`config.mk`:
```
export PLATFORM = sky130hd
export DESIGN_NAME = inst_fetch_bridge
export DESIGN_NICKNAME = d
export VERILOG_FILES = /design/src/rtl/inst_fetch_bridge_pkg.sv /design/src/rtl/inst_fetch_bridge_ifb_line.sv /design/src/rtl/inst_fetch_bridge.sv
export SDC_FILE = /design/constraint.sdc
export NUM_CORES = 1
export LEC_CHECK = 0
export BUFFER_PORTS_ARGS = -buffer_cell sky130_fd_sc_hd__buf_2
export CAP_MARGIN = 10
export CELL_PAD_IN_SITES_DETAIL_PLACEMENT = 1
export CELL_PAD_IN_SITES_GLOBAL_PLACEMENT = 1
export CORE_UTILIZATION = 41
export DETAILED_ROUTE_END_ITERATION = 16
export PLACE_DENSITY = 0.91
export SKIP_LAST_GASP = 1
export SLEW_MARGIN = 40
export SYNTH_ARGS = -nofsm -noshare
export SYNTH_HDL_FRONTEND = slang
export SYNTH_SLANG_ARGS = --single-unit
export TNS_END_PERCENT = 5
```
`constraint.sdc`:
```
create_clock -name clk -period 5.4 [get_ports clk]
set_input_delay 1.62 -clock clk [delete_from_list [all_inputs] [get_ports clk]]
set_output_delay 1.62 -clock clk [all_outputs]
set_load 0.03 [all_outputs]
```
`src/rtl/inst_fetch_bridge_pkg.sv`:
```
// Shared types and constants for the instruction fetch bridge.
package inst_fetch_bridge_pkg;

  localparam int InstAddrBusW = 32;
  localparam int InstBusW     = 32;

  typedef logic [InstAddrBusW-1:0] inst_addr_bus_t;
  typedef logic [InstBusW-1:0]     inst_bus_t;
  typedef logic [7:0]              ifb_cnt_bus_t;

  localparam inst_bus_t NopInst = 32'h0000_0000;

  typedef enum logic [2:0] {
    IFB_IDLE    = 3'd0,
    IFB_REQ     = 3'd1,
    IFB_WAIT    = 3'd2,
    IFB_PF_REQ  = 3'd3,
    IFB_PF_WAIT = 3'd4
  } ifb_state_e;

endpackage

```
`src/rtl/inst_fetch_bridge_ifb_line.sv`:
```
// One tagged instruction line: valid/tag/data with write, invalidate and
// a combinational tag compare against the current fetch address.
module ifb_line #(
  parameter int ADDR_W = 32,
  parameter int DATA_W = 32
) (
  input  logic              clk,
  input  logic              rst,
  input  logic              we_i,
  input  logic              inv_i,
  input  logic [ADDR_W-1:0] wtag_i,
  input  logic [DATA_W-1:0] wdata_i,
  input  logic [ADDR_W-1:0] addr_i,
  output logic              hit_o,
  output logic [DATA_W-1:0] data_o
);

  logic              valid_q, valid_d;
  logic [ADDR_W-1:0] tag_q, tag_d;
  logic [DATA_W-1:0] data_q, data_d;

  // Write has priority over invalidate.
  always_comb begin
    valid_d = valid_q;
    tag_d   = tag_q;
    data_d  = data_q;
    if (we_i) begin
      valid_d = 1'b1;
      tag_d   = wtag_i;
      data_d  = wdata_i;
    end else if (inv_i) begin
      valid_d = 1'b0;
    end else begin
      valid_d = valid_q;
    end
  end

  always_ff @(posedge clk or posedge rst) begin
    if (rst) begin
      valid_q <= 1'b0;
      tag_q   <= '0;
      data_q  <= '0;
    end else begin
      valid_q <= valid_d;
      tag_q   <= tag_d;
      data_q  <= data_d;
    end
  end

  assign hit_o  = valid_q & (tag_q == addr_i);
  assign data_o = data_q;

endmodule

```
`src/rtl/inst_fetch_bridge.sv`:
```
// Instruction fetch bridge: line buffer in front of a req/gnt/rvalid memory.
// Optional next-line prefetch enabled by defining IFB_PREFETCH_EN.
module inst_fetch_bridge
  import inst_fetch_bridge_pkg::*;
#(
  parameter int                ADDR_W   = InstAddrBusW,
  parameter int                DATA_W   = InstBusW,
  parameter int                TIMEOUT  = 255,
  parameter logic [DATA_W-1:0] NOP_WORD = DATA_W'(NopInst)
) (
  input  logic              clk,
  input  logic              rst,
  input  logic              cpu_ce_i,
  input  logic [ADDR_W-1:0] cpu_addr_i,
  output logic [DATA_W-1:0] cpu_inst_o,
  output logic              stallreq_o,
  output logic              mem_req_o,
  output logic [ADDR_W-1:0] mem_addr_o,
  input  logic              mem_gnt_i,
  input  logic              mem_rvalid_i,
  input  logic [DATA_W-1:0] mem_rdata_i,
  output logic              fetch_err_o
);

  localparam ifb_cnt_bus_t TimeoutCnt = ifb_cnt_bus_t'(TIMEOUT);

  ifb_state_e        state_q, state_d;
  ifb_cnt_bus_t      cnt_q, cnt_d, cnt_inc;
  logic [ADDR_W-1:0] req_addr_q, req_addr_d;
  logic              mem_req_q, mem_req_d;
  logic              err_q, err_d;
  logic              time_up, hit;
  logic              dl_we, dl_hit, pf_hit;
  logic [ADDR_W-1:0] dl_wtag;
  logic [DATA_W-1:0] dl_wdata, dl_data, pf_data;

  ifb_line #(.ADDR_W(ADDR_W), .DATA_W(DATA_W)) u_demand_line (
    .clk(clk), .rst(rst), .we_i(dl_we), .inv_i(1'b0), .wtag_i(dl_wtag),
    .wdata_i(dl_wdata), .addr_i(cpu_addr_i), .hit_o(dl_hit), .data_o(dl_data)
  );

`ifdef IFB_PREFETCH_EN
  logic pf_we, pf_inv;

  ifb_line #(.ADDR_W(ADDR_W), .DATA_W(DATA_W)) u_prefetch_line (
    .clk(clk), .rst(rst), .we_i(pf_we), .inv_i(pf_inv), .wtag_i(req_addr_q),
    .wdata_i(mem_rdata_i), .addr_i(cpu_addr_i), .hit_o(pf_hit), .data_o(pf_data)
  );
`else
  assign pf_hit  = 1'b0;
  assign pf_data = NOP_WORD;
`endif

  assign cnt_inc = cnt_q + 8'd1;
  assign time_up = (cnt_inc == TimeoutCnt);
  assign hit     = cpu_ce_i & (dl_hit | pf_hit);

  // Next-state, line writes and request bookkeeping.
  always_comb begin
    state_d    = state_q;
    cnt_d      = cnt_q;
    req_addr_d = req_addr_q;
    err_d      = err_q;
    dl_we      = 1'b0;
    dl_wtag    = req_addr_q;
    dl_wdata   = mem_rdata_i;
`ifdef IFB_PREFETCH_EN
    pf_we      = 1'b0;
    pf_inv     = 1'b0;
`endif
    case (state_q)
      IFB_IDLE: begin
`ifdef IFB_PREFETCH_EN
        // Promote a prefetch hit into the demand line and chase the next word.
        if (cpu_ce_i && !dl_hit && pf_hit) begin
          dl_we      = 1'b1;
          dl_wtag    = cpu_addr_i;
          dl_wdata   = pf_data;
          req_addr_d = cpu_addr_i + ADDR_W'(32'd4);
          state_d    = IFB_PF_REQ;
        end else
`endif
        if (cpu_ce_i && !hit) begin
          req_addr_d = cpu_addr_i;
          state_d    = IFB_REQ;
        end else begin
          state_d = IFB_IDLE;
        end
      end
      IFB_REQ: begin
        if (mem_gnt_i) begin
          cnt_d   = 8'd0;
          state_d = IFB_WAIT;
        end else begin
          state_d = IFB_REQ;
        end
      end
      IFB_WAIT: begin
        cnt_d = cnt_inc;
        if (mem_rvalid_i || time_up) begin
          dl_we = 1'b1;
          if (mem_rvalid_i) begin
            dl_wdata = mem_rdata_i;
          end else begin
            dl_wdata = NOP_WORD;
            err_d    = 1'b1;
          end
`ifdef IFB_PREFETCH_EN
          req_addr_d = req_addr_q + ADDR_W'(32'd4);
          state_d    = IFB_PF_REQ;
`else
          state_d    = IFB_IDLE;
`endif
        end else begin
          state_d = IFB_WAIT;
        end
      end
`ifdef IFB_PREFETCH_EN
      IFB_PF_REQ: begin
        if (mem_gnt_i) begin
          cnt_d   = 8'd0;
          state_d = IFB_PF_WAIT;
        end else begin
          state_d = IFB_PF_REQ;
        end
      end
      IFB_PF_WAIT: begin
        cnt_d = cnt_inc;
        if (mem_rvalid_i) begin
          pf_we   = 1'b1;
          state_d = IFB_IDLE;
        end else if (time_up) begin
          pf_inv  = 1'b1;
          state_d = IFB_IDLE;
        end else begin
          state_d = IFB_PF_WAIT;
        end
      end
`endif
      default: state_d = IFB_IDLE;
    endcase
    mem_req_d = (state_d == IFB_REQ) || (state_d == IFB_PF_REQ);
  end

  // State and request registers.
  always_ff @(posedge clk or posedge rst) begin
    if (rst) begin
      state_q    <= IFB_IDLE;
      cnt_q      <= 8'd0;
      req_addr_q <= '0;
      mem_req_q  <= 1'b0;
      err_q      <= 1'b0;
    end else begin
      state_q    <= state_d;
      cnt_q      <= cnt_d;
      req_addr_q <= req_addr_d;
      mem_req_q  <= mem_req_d;
      err_q      <= err_d;
    end
  end

  // Zero-latency instruction return from whichever line matches.
  always_comb begin
    cpu_inst_o = NOP_WORD;
    if (!cpu_ce_i) begin
      cpu_inst_o = NOP_WORD;
    end else if (dl_hit) begin
      cpu_inst_o = dl_data;
    end else if (pf_hit) begin
      cpu_inst_o = pf_data;
    end else begin
      cpu_inst_o = NOP_WORD;
    end
  end

  assign stallreq_o  = cpu_ce_i & ~hit;
  assign mem_req_o   = mem_req_q;
  assign mem_addr_o  = req_addr_q;
  assign fetch_err_o = err_q;

endmodule

```
==> flow_summary_export.csv, run 1 <==
group,metric,value,unit
routing,drc_errors,0,
floorplanning,top_level_ports,136,
power_and_ir_drop,intPower,0.00211,W
routing,antenna_left,0,
clock_network,cts.sinks,109,
worst_setup_path,crit_required,3.78,ns
place,dp_cells,639,
worst_setup_path,worstSetupEndpointType,"primary output",
logic_synthesis,ys.flop_type,"dfrtp_1",
routing,vias_per_cell,5.37,
sta,fin_crit_sh,96.5,%
worst_setup_path,cp_max_fo,36,
place,pre_cts_ws,0.0972,ns
clock_network,worstSkewPairLatency,0.35,ns
floorplanning,rows,39,
final_layout,syn_to_final_growth,25.6,%
min_path,hold_class,"register to register",
worst_setup_path,cpLargestDelayFamily,"simple AND/OR/NAND/NOR gates",
floorplanning,chipHeight,110,um
routing,dr.pass1.iters,4,
global_routing,grt_overflow,0,
routing,wl,12500,um
sta,tns,0,ns
sta,fmax,0.192,GHz
final_layout,final_layout_size_suffix_gt1_share,38.3,%
final_layout,final_cell_area,0.00602,mm^2
logic_synthesis,synth.distinct_cells,35,
sta,slew_viol_final,0,
routing,drt_iter0_markers,128,
clock_network,clock_path_buffers,2,
sta,finalSetupViolations,0,
global_routing,grt_pass1_vias,3821,
run_status,status,"finished clean",
floorplanning,fp.dieArea,0.0121,mm^2
clock_network,holdBufCountCts,0,
power_and_ir_drop,p_per_area,560,mW/mm^2
logic_synthesis,synthesis.nets,447,
logic_synthesis,syn_area,0.00479,mm^2
sta,rsz0062_at_grt,"no",
power_and_ir_drop,p_leak,3.04,nW
worst_setup_path,path_cells,"buf_2 -> nor2b_1 -> a2111oi_2 -> o2111ai_1 -> nor4_4 -> buf_12 -> and3_1 -> buf_2",
logic_synthesis,seq_area_frac_synth,56.9,%
clock_network,cts_tree,"built",
power_and_ir_drop,sw_frac_of_total,37.4,%
sta,fin_worst_hold_slack,0.468,ns
sta,period_needed,5.21,ns
clock_network,cts-root-buf,"clkbuf_16",
logic_synthesis,synth_edf_count,0,
floorplanning,start_util,42.0,%
logic_synthesis,yosysWarnings,0,
worst_setup_path,path_common_cell,"buf_2",
logic_synthesis,syn_area_per_cell,12.7,um^2
worst_setup_path,worstSetupPathType,"input port to primary output",
power_and_ir_drop,switchingPower,0.00126,W
logic_synthesis,async_flop_share,100,%
final_layout,instances_no_fill,655,
place,dpl_cell_area,0.00569,mm^2
power_and_ir_drop,peakVddDrop,0.256,mV
worst_setup_path,cp.arrival,3.59,ns
routing,via_count,3517,
worst_setup_path,slowest_stage,"a2111oi_2",
routing,wl_per_cell,19.1,um
final_layout,nets,578,
sta,worst_slack,0.187,ns
global_routing,grt_use_total,22.1,%
logic_synthesis,synth_seq_cells,109,
place,place_hpwl,8820,um
sta,relSlewSlack,58.4,%
sta,worst_pin_slew,0.624,ns
sta,fin_skew,0.0105,ns
worst_setup_path,crit_buf_inv,3,
run,drv_cap,0,
clock_network,cts_buffers,9,
clock_network,cts.htree.levels,3,
logic_synthesis,syn_inst,376,
floorplanning,die_w,110,um
power_and_ir_drop,seq_power_share,43.4,%
floorplanning,core_area,0.0114,mm^2
worst_setup_path,worstSetupStartpointType,"input port",
sta,final_hold_viol_count,0,
power_and_ir_drop,combPwrFrac,35.9,%
final_layout,num_antenna_cells,0,
place,portBuffers,135,
worst_setup_path,slowest_delay,0.43,ns
final_layout,fillers,1231,
global_routing,antenna_found_initial,0,
place,routabilityCongestion,0.780,
clock_network,path_clk_slew,0.08,ns
power_and_ir_drop,clkPwrFrac,20.7,%
global_routing,grt_max_degree,86,
global_routing,grt_pass1_wl,20100,um
## path summary, 6_finish.rpt
| kind | startpoint | to | slack (ns) | cells after the start |
|---|---|---|---|---|
| worst max-delay path | cpu_addr_i[5] | cpu_inst_o[2] | 0.19 | 8 |
| worst max register to register | cnt_q[0]$_DFFE_PP0P_ | u_demand_line.tag_q[11]$_DFFE_PP0P_ | 2.64 | 9 |
| worst min-delay path | u_demand_line.valid_q$_DFFE_PP0P_ | u_demand_line.valid_q$_DFFE_PP0P_ | 0.47 | 1 |
| worst min register to register | u_demand_line.valid_q$_DFFE_PP0P_ | u_demand_line.valid_q$_DFFE_PP0P_ | 0.47 | 1 |
| min in group asynchronous | rst | u_demand_line.tag_q[20]$_DFFE_PP0P_ | 1.33 | 2 |
| max in group asynchronous | rst | u_demand_line.tag_q[21]$_DFFE_PP0P_ | 3.25 | 3 |
## cells in the final DEF (no fill, tap or decap), drive strengths merged, types with 2 or more instances in the layout
cell type  Yosys  routed
xor2          22      22
buf           10     142
and3          36      36
dfrtp        109     109
a21oi          7       7
mux2          64      64
o21ai          6       6
a311oi         3       3
inv            9      11
ha             2       2
nand2b         8       8
a22o          32      32
nor2          13      13
nand3          4       4
a2111oi        3       3
clkbuf        12      11
o2111ai        2       2
nand2          4       4
nand4          4       4
o32ai          3       3
nor4           5       5
xnor2          3       3
nor2b          7       7
nor3           3       3
## flip-flops by register name, summed over array words and instances (netlist names)
name and count:
mem_addr_o 32, mem_req_o 1, state_q 2, cnt_q 8, u_demand_line.valid_q 1, fetch_err_o 1
u_demand_line.data_o 32, u_demand_line.tag_q 32
## area by class of cell
type	count	area, um^2	area share [%]
Clock buffer	11	253	4.20
Clock inverter	5	63.8	1.06
Inverter	9	41.3	0.686
Multi-Input combinational cell	236	1970	32.8
Sequential cell	109	2730	45.3
Tap cell	143	179	2.97
Timing Repair Buffer	142	783	13.0
## cell families after synthesis
| logic type | Yosys count | synth area share (%) |
|---|---|---|
| flip-flops | 109 | 56.9 |
| AND/OR/NAND/NOR | 85 | 10.4 |
| multiplexers | 64 | 15.0 |
| AO/OA/AOI/OAI | 60 | 10.0 |
| buffers and inverters | 31 | 2.56 |
| XOR/XNOR | 25 | 4.57 |
| adder cells (fa/ha/maj) | 2 | 0.522 |
## cell usage after synthesis (all sizes together), types with 4 or more instances
library cell,number,area [um^2]
mux2,64,721
o21ai,6,30.0
nor2b,7,43.8
nor4,5,46.3
nand2b,8,50.1
a21oi,7,35.0
nand3,4,20.0
inv,9,33.8
buf,10,43.8
a22o,32,280
nand2,4,15.0
xor2,22,193
nand4,4,25.0
and3,36,225
nor2,13,51.3
clkbuf,12,45.0
dfrtp,109,2730
## what timing repair did
action                                  CTS  global route
endpoints found under the setup margin    5             2
buffers inserted                          0             0
resized for setup                         1             3
## metrics by stage
step           power (W)  utilization [%]
5_1_grt          0.00357             52.7
3_3_place_gp     0.00254             49.2
6_report         0.00337             52.7
4_1_cts          0.00340             52.6
3_5_place_dp     0.00268             49.8
2_1_floorplan    0.00225                -
## power by group through the flow
stage | clock [W] | sequential [W] | combinational [W]
after global placement | 0 | 0.00143 | 0.00111
after detailed placement | 0 | 0.00147 | 0.00121
final | 0.000700 | 0.00146 | 0.00121
after floorplan | 0 | 0.00164 | 0.000612
after CTS | 0.000714 | 0.00147 | 0.00122
after global routing | 0.000742 | 0.00152 | 0.00131
## routing by layer
metal,share of wire [%],up-vias,GRT usage (%)
met1,43,1785,28.2
met2,52,84,37.7
met4,2.1,0,8.93
met5,0,-,0
li1,-,1631,-
met3,3.4,17,3.23
No activity file was read; power rests on OpenSTA's default activity.
==> run 2, diff against run 1 <==
--- a/config.mk
+++ b/config.mk
@@ -9,9 +9,9 @@
 export CAP_MARGIN = 10
 export CELL_PAD_IN_SITES_DETAIL_PLACEMENT = 1
 export CELL_PAD_IN_SITES_GLOBAL_PLACEMENT = 1
-export CORE_UTILIZATION = 41
+export CORE_UTILIZATION = 44
 export DETAILED_ROUTE_END_ITERATION = 16
-export PLACE_DENSITY = 0.91
+export PLACE_DENSITY = 0.95
 export SKIP_LAST_GASP = 1
 export SLEW_MARGIN = 40
 export SYNTH_ARGS = -nofsm -noshare
==> constraint.sdc (replaced) <==
create_clock -name clk -period 6.6 [get_ports clk]
set_input_delay 1.98 -clock clk [delete_from_list [all_inputs] [get_ports clk]]
set_output_delay 1.98 -clock clk [all_outputs]
set_load 0.03 [all_outputs]
==> run 2 against run 1 <==
Sequential power shrank 18%; worst hold slack better by 0.027 ns; clock skew increased by 0.0019 ns; die area down 6.7%; worst setup slack better by 0.38 ns; combinational power shrank 20%; critical path type unchanged.
==> flow_summary_export.csv, run 2 (synthesis results as in run 1) <==
group,metric,value,unit
run_status,status,"finished clean",
worst_setup_path,regToRegSetupSlack,3.74,ns
power_and_ir_drop,switchingPower,0.000996,W
power_and_ir_drop,p_per_area,440,mW/mm^2
min_path,min_from,"u_demand_line.valid_q$_DFFE_PP0P_",
global_routing,grt_pass1_wl,20000,um
clock_network,cts-root-buf,"clkbuf_8",
routing,wl,12200,um
power_and_ir_drop,seq_power_share,46.7,%
sta,finalSetupViolations,0,
routing,drc_errors,0,
place,dpl_cell_area,0.00564,mm^2
routing,vias_per_cell,5.39,
power_and_ir_drop,peakVddDrop,0.211,mV
global_routing,grt_max_degree,62,
clock_network,cts.sinks,109,
worst_setup_path,slowest_stage,"a2111oi_0",
min_path,min_to,"u_demand_line.valid_q$_DFFE_PP0P_",
place,pre_cts_ws,0.538,ns
worst_setup_path,timing.rr.start,"u_demand_line.tag_q[22]$_DFFE_PP0P_",
place,dp_cells,630,
sta,worst_pin_slew,0.628,ns
clock_network,cts_buffers,9,
sta,slew_viol_final,0,
sta,tns,0,ns
worst_setup_path,reg2reg_depth,9,
sta,fin_skew,0.0124,ns
sta,period_needed,6.03,ns
routing,wl_per_cell,18.9,um
power_and_ir_drop,combPwrFrac,37.7,%
floorplanning,chipHeight,106,um
final_layout,final_cell_area,0.00585,mm^2
global_routing,grt_overflow,0,
clock_network,clock_path_buffers,2,
place,portBuffers,135,
power_and_ir_drop,intPower,0.00158,W
min_path,hold_class,"register to register",
run,drv_cap,0,
power_and_ir_drop,clkPwrFrac,15.6,%
clock_network,cts_resized,0,
clock_network,worstSkewPairLatency,0.38,ns
final_layout,mostFrequentLayoutCells,"buf_2, dfrtp_1, and3_1",
power_and_ir_drop,p_leak,2.97,nW
worst_setup_path,crit_buf_inv,3,
worst_setup_path,cpLargestDelayFamily,"compound AO/OA/AOI/OAI gates",
worst_setup_path,slowest_delay,0.50,ns
global_routing,grt_use_total,23.0,%
final_layout,syn_to_final_growth,22.0,%
floorplanning,core_area,0.0105,mm^2
floorplanning,die_w,106,um
sta,fin_crit_sh,91.4,%
power_and_ir_drop,power,0.00257,W
sta,final_hold_viol_count,0,
clock_network,cts_tree,"built",
power_and_ir_drop,sw_frac_of_total,38.7,%
final_layout,instances_no_fill,647,
routing,dr.pass1.iters,4,
clock_network,holdBufCountCts,0,
worst_setup_path,cp_max_fo,36,
worst_setup_path,worstSetupStartpointType,"input port",
final_layout,num_antenna_cells,0,
min_path,whs_path_depth,1,
sta,relSlewSlack,58.2,%
sta,worst_slack,0.568,ns
worst_setup_path,cp.arrival,4.05,ns
floorplanning,fp.dieArea,0.0113,mm^2
clock_network,cts.htree.levels,3,
floorplanning,start_util,45.8,%
worst_setup_path,r2r_end,"mem_addr_o[11]$_DFFE_PP0P_",
routing,antenna_left,0,
final_layout,layout_commonest_cell,"buf_2",
final_layout,final_layout_size_suffix_gt1_share,37.6,%
global_routing,grt_pass1_vias,3787,
floorplanning,top_level_ports,136,
sta,fmax,0.166,GHz
place,place_hpwl,8940,um
global_routing,antenna_found_initial,0,
worst_setup_path,crit_required,4.62,ns
final_layout,fillers,1135,
place,routabilityCongestion,0.834,
worst_setup_path,worstSetupPathType,"input port to primary output",
worst_setup_path,path_common_cell,"buf_2",
sta,rsz0062_at_grt,"no",
final_layout,nets,577,
clock_network,post_cts_buffers,0,
worst_setup_path,path_cells,"buf_2 -> nor2b_1 -> a2111oi_0 -> o2111ai_1 -> nor4_4 -> buf_4 -> and3_1 -> buf_2",
worst_setup_path,worstSetupEndpointType,"primary output",
clock_network,path_clk_slew,0.10,ns
routing,via_count,3487,
floorplanning,rows,37,
routing,drt_iter0_markers,101,
==> run 2: cell types whose count changed in the layout (fill, tap and decap cells not counted), moves of 2 or more <==
cell,previous run,this run
a2111oi_0,0,2
clkbuf_16,9,0
clkbuf_8,2,9
clkinv_2,0,2
inv_6,2,0
==> run 2: power by group through the flow <==
stage	sequential, W	clock, W	combinational [W]
after floorplan	0.00134	0	0.000501
after global placement	0.00118	0	0.000901
after detailed placement	0.00121	0	0.000974
after CTS	0.00120	0.000413	0.000978
after global routing	0.00124	0.000439	0.00105
final	0.00120	0.000401	0.000970
==> run 2: worst max-delay path by stage <==
stage / start / to / depth (start not counted)
after floorplan: cpu_addr_i[5] / cpu_inst_o[23] / 6
after global placement: cpu_addr_i[5] / cpu_inst_o[10] / 8
after detailed placement: cpu_addr_i[5] / cpu_inst_o[14] / 8
after CTS: cpu_addr_i[5] / cpu_inst_o[13] / 8
after global routing: cpu_addr_i[5] / cpu_inst_o[13] / 8
final: cpu_addr_i[5] / cpu_inst_o[13] / 8
==> run 2: cell type report <==
class                      instances  area, um^2  share of cell area (%)
timing repair buffer             141         759                    13.0
tap                              136         170                    2.91
clock buffer                      10         128                    2.18
clock inverter                     6        63.8                    1.09
sequential                       109        2730                    46.7
multi-input combinational        236        1960                    33.5
inverter                           9        36.3                   0.621
==> run 2: worst register-to-register path: cells and delay by family, from the launching register on <==
kind                   cells  cell delay [ns]
flip-flops                 1             0.41
AND/OR/NAND/NOR            4             1.15
XOR/XNOR                   1             0.17
buffers and inverters      3             0.69
multiplexers               1             0.32
==> run 2: routing by layer <==
| metal | global-route usage [%] | vias up | routed length (um) | part of all wire, % |
|---|---|---|---|---|
| li1 | - | 1618 | - | - |
| met1 | 29.1 | 1753 | 5100 | 42 |
| met2 | 39.5 | 91 | 6460 | 53 |
| met3 | 2.45 | 25 | 351 | 2.9 |
| met4 | 10.6 | 0 | 333 | 2.7 |
| met5 | 0 | - | 0 | 0 |
==> run 2: per-stage QoR <==
step           utilization, %  hold slack, ns
6_report                 55.9           0.495
5_1_grt                  55.9           0.506
4_1_cts                  55.7           0.492
3_5_place_dp             53.9           0.470
3_3_place_gp             53.4           0.444
2_1_floorplan               -           0.425
==> run 3, diff against run 2 <==
--- a/config.mk
+++ b/config.mk
@@ -7,7 +7,7 @@
 export LEC_CHECK = 0
 export BUFFER_PORTS_ARGS = -buffer_cell sky130_fd_sc_hd__buf_2
 export CAP_MARGIN = 10
-export CELL_PAD_IN_SITES_DETAIL_PLACEMENT = 1
+export CELL_PAD_IN_SITES_DETAIL_PLACEMENT = 0
 export CELL_PAD_IN_SITES_GLOBAL_PLACEMENT = 1
 export CORE_UTILIZATION = 44
 export DETAILED_ROUTE_END_ITERATION = 16
==> run 3 against run 2 <==
Sequential power barely moved; first-iteration DRC count up 64%; worst hold slack worse by 0.020 ns; register-to-register slack improved by 0.12 ns; flip-flop and latch count unchanged; critical path type unchanged; critical endpoint is now cpu_inst_o[31]; largest power group unchanged; highest routed layer unchanged.
==> flow_summary_export.csv, run 3 (synthesis results as in run 1) <==
group,metric,value,unit
global_routing,grt_max_degree,62,
final_layout,mostFrequentLayoutCells,"buf_2, dfrtp_1, and3_1",
sta,worst_pin_slew,0.616,ns
power_and_ir_drop,sw_frac_of_total,37.5,%
final_layout,postLayoutCoreUtil,56.0,%
clock_network,cts.sinks,109,
power_and_ir_drop,intPower,0.00159,W
floorplanning,fp.dieArea,0.0113,mm^2
worst_setup_path,slowest_delay,0.46,ns
clock_network,cts.htree.levels,3,
global_routing,grt_pass1_vias,3458,
worst_setup_path,slowest_stage,"a2111oi_0",
routing,wl_per_cell,16.3,um
power_and_ir_drop,p_per_area,434,mW/mm^2
clock_network,cts_resized,0,
sta,fmax,0.168,GHz
clock_network,holdBufCountCts,0,
final_layout,layout_commonest_cell,"buf_2",
clock_network,cts_tree,"built",
final_layout,num_antenna_cells,0,
power_and_ir_drop,combPwrFrac,37.4,%
final_layout,final_layout_size_suffix_gt1_share,37.6,%
sta,period_needed,5.95,ns
routing,drt_iter0_markers,166,
run_status,status,"finished clean",
sta,relSlewSlack,59.0,%
power_and_ir_drop,switchingPower,0.000953,W
worst_setup_path,path_cells,"buf_2 -> nor2b_1 -> a2111oi_0 -> o2111ai_1 -> nor4_4 -> buf_4 -> and3_1 -> buf_2",
min_path,min_from,"fetch_err_o$_DFFE_PP0P_",
final_layout,syn_to_final_growth,22.2,%
clock_network,post_cts_buffers,0,
floorplanning,rows,37,
global_routing,antenna_found_initial,0,
sta,finalSetupViolations,0,
min_path,hold_class,"register to register",
global_routing,grt_pass1_wl,17200,um
final_layout,fillers,905,
power_and_ir_drop,p_leak,2.98,nW
routing,vias_per_cell,5.36,
floorplanning,core_area,0.0105,mm^2
routing,antenna_left,0,
routing,wl,10600,um
run,drv_cap,0,
clock_network,cts_buffers,9,
floorplanning,die_w,106,um
sta,rsz0062_at_grt,"no",
global_routing,grt_overflow,0,
worst_setup_path,worstSetupPathType,"input port to primary output",
floorplanning,top_level_ports,136,
worst_setup_path,worstSetupEndpointType,"primary output",
worst_setup_path,path_common_cell,"buf_2",
sta,final_hold_viol_count,0,
place,portBuffers,135,
sta,fin_skew,0.0160,ns
power_and_ir_drop,seq_power_share,46.6,%
clock_network,cts-root-buf,"clkbuf_8",
worst_setup_path,timing.rr.start,"cnt_q[0]$_DFFE_PP0P_",
worst_setup_path,regToRegSetupSlack,3.86,ns
worst_setup_path,worstSetupStartpointType,"input port",
floorplanning,start_util,45.8,%
worst_setup_path,crit_required,4.62,ns
clock_network,worstSkewPairLatency,0.38,ns
power_and_ir_drop,peakVddDrop,0.208,mV
routing,drc_errors,0,
routing,dr.pass1.iters,4,
place,pre_cts_ws,0.584,ns
sta,worst_slack,0.647,ns
power_and_ir_drop,clkPwrFrac,16.0,%
clock_network,path_clk_slew,0.10,ns
sta,fin_crit_sh,90.2,%
routing,via_count,3469,
place,routabilityCongestion,0.834,
floorplanning,chipHeight,106,um
worst_setup_path,cp_max_fo,36,
final_layout,nets,577,
sta,tns,0,ns
worst_setup_path,cpLargestDelayFamily,"compound AO/OA/AOI/OAI gates",
worst_setup_path,cp.arrival,3.97,ns
sta,slew_viol_final,0,
clock_network,clock_path_buffers,2,
global_routing,grt_use_total,19.7,%
worst_setup_path,crit_start,"cpu_addr_i[5]",
worst_setup_path,crit_buf_inv,3,
place,place_hpwl,7630,um
-- run 3: changes by cell type in the layout (fill, tap and decap cells not counted) --
| cell | delta |
|---|---|
| clkbuf_8 | +1 |
| clkinv_2 | -1 |
| clkinv_4 | +1 |
| clkinvlp_4 | -1 |
-- run 3: metrics by stage --
| step | hold slack [ns] | power [W] | instances | instance area, um^2 |
|---|---|---|---|---|
| 3_5_place_dp | 0.454 | 0.00215 | 630 | 5640 |
| 4_1_cts | 0.480 | 0.00256 | 646 | 5840 |
| 3_3_place_gp | 0.444 | 0.00208 | 628 | 5590 |
| 5_1_grt | 0.497 | 0.00270 | 647 | 5860 |
| 2_1_floorplan | 0.425 | 0.00184 | 376 | 4790 |
| 6_report | 0.475 | 0.00254 | 647 | 5860 |
-- run 3: final timing paths --
path | to | cells past startpoint
worst min-delay path | fetch_err_o$_DFFE_PP0P_ | 1
worst max register to register | u_demand_line.tag_q[11]$_DFFE_PP0P_ | 8
worst min register to register | fetch_err_o$_DFFE_PP0P_ | 1
worst max-delay path | cpu_inst_o[31] | 8
min in group asynchronous | mem_addr_o[27]$_DFFE_PP0P_ | 2
max in group asynchronous | u_demand_line.tag_q[2]$_DFFE_PP0P_ | 3
-- run 3: worst register-to-register path, stage by stage, from the launching register on --
cell       delay, ns
dfrtp_1         0.45
ha_1            0.27
nand2_1         0.10
or2_1           0.27
xor2_1          0.16
a2111oi_2       0.47
o21ai_4         0.20
buf_4           0.32
mux2_1          0.39
-- run 3: metal layers --
layer	global-route usage (%)	routed length (um)	share of wire (%)	vias up
met4	8.23	213	2.0	0
met5	0	0	0	-
met3	3.80	371	3.5	20
met2	32.4	5390	51	94
li1	-	-	-	1623
met1	25.3	4590	43	1732
-- run 3: area by class of cell --
cell class	instances	area, um^2	area share [%]
sequential	109	2730	46.6
multi-input combinational	236	1960	33.5
timing repair buffer	141	759	13.0
tap	136	170	2.91
clock buffer	11	141	2.41
clock inverter	5	60.1	1.03
inverter	9	36.3	0.620
-- run 3: power groups by stage --
stage	Sequential (W)	Clock [W]	Combinational (W)
2_1_floorplan	0.00134	0	0.000501
3_3_place_gp	0.00118	0	0.000901
3_5_place_dp	0.00120	0	0.000956
4_1_cts	0.00118	0.000419	0.000959
5_1_grt	0.00123	0.000447	0.00102
6_report	0.00118	0.000407	0.000949
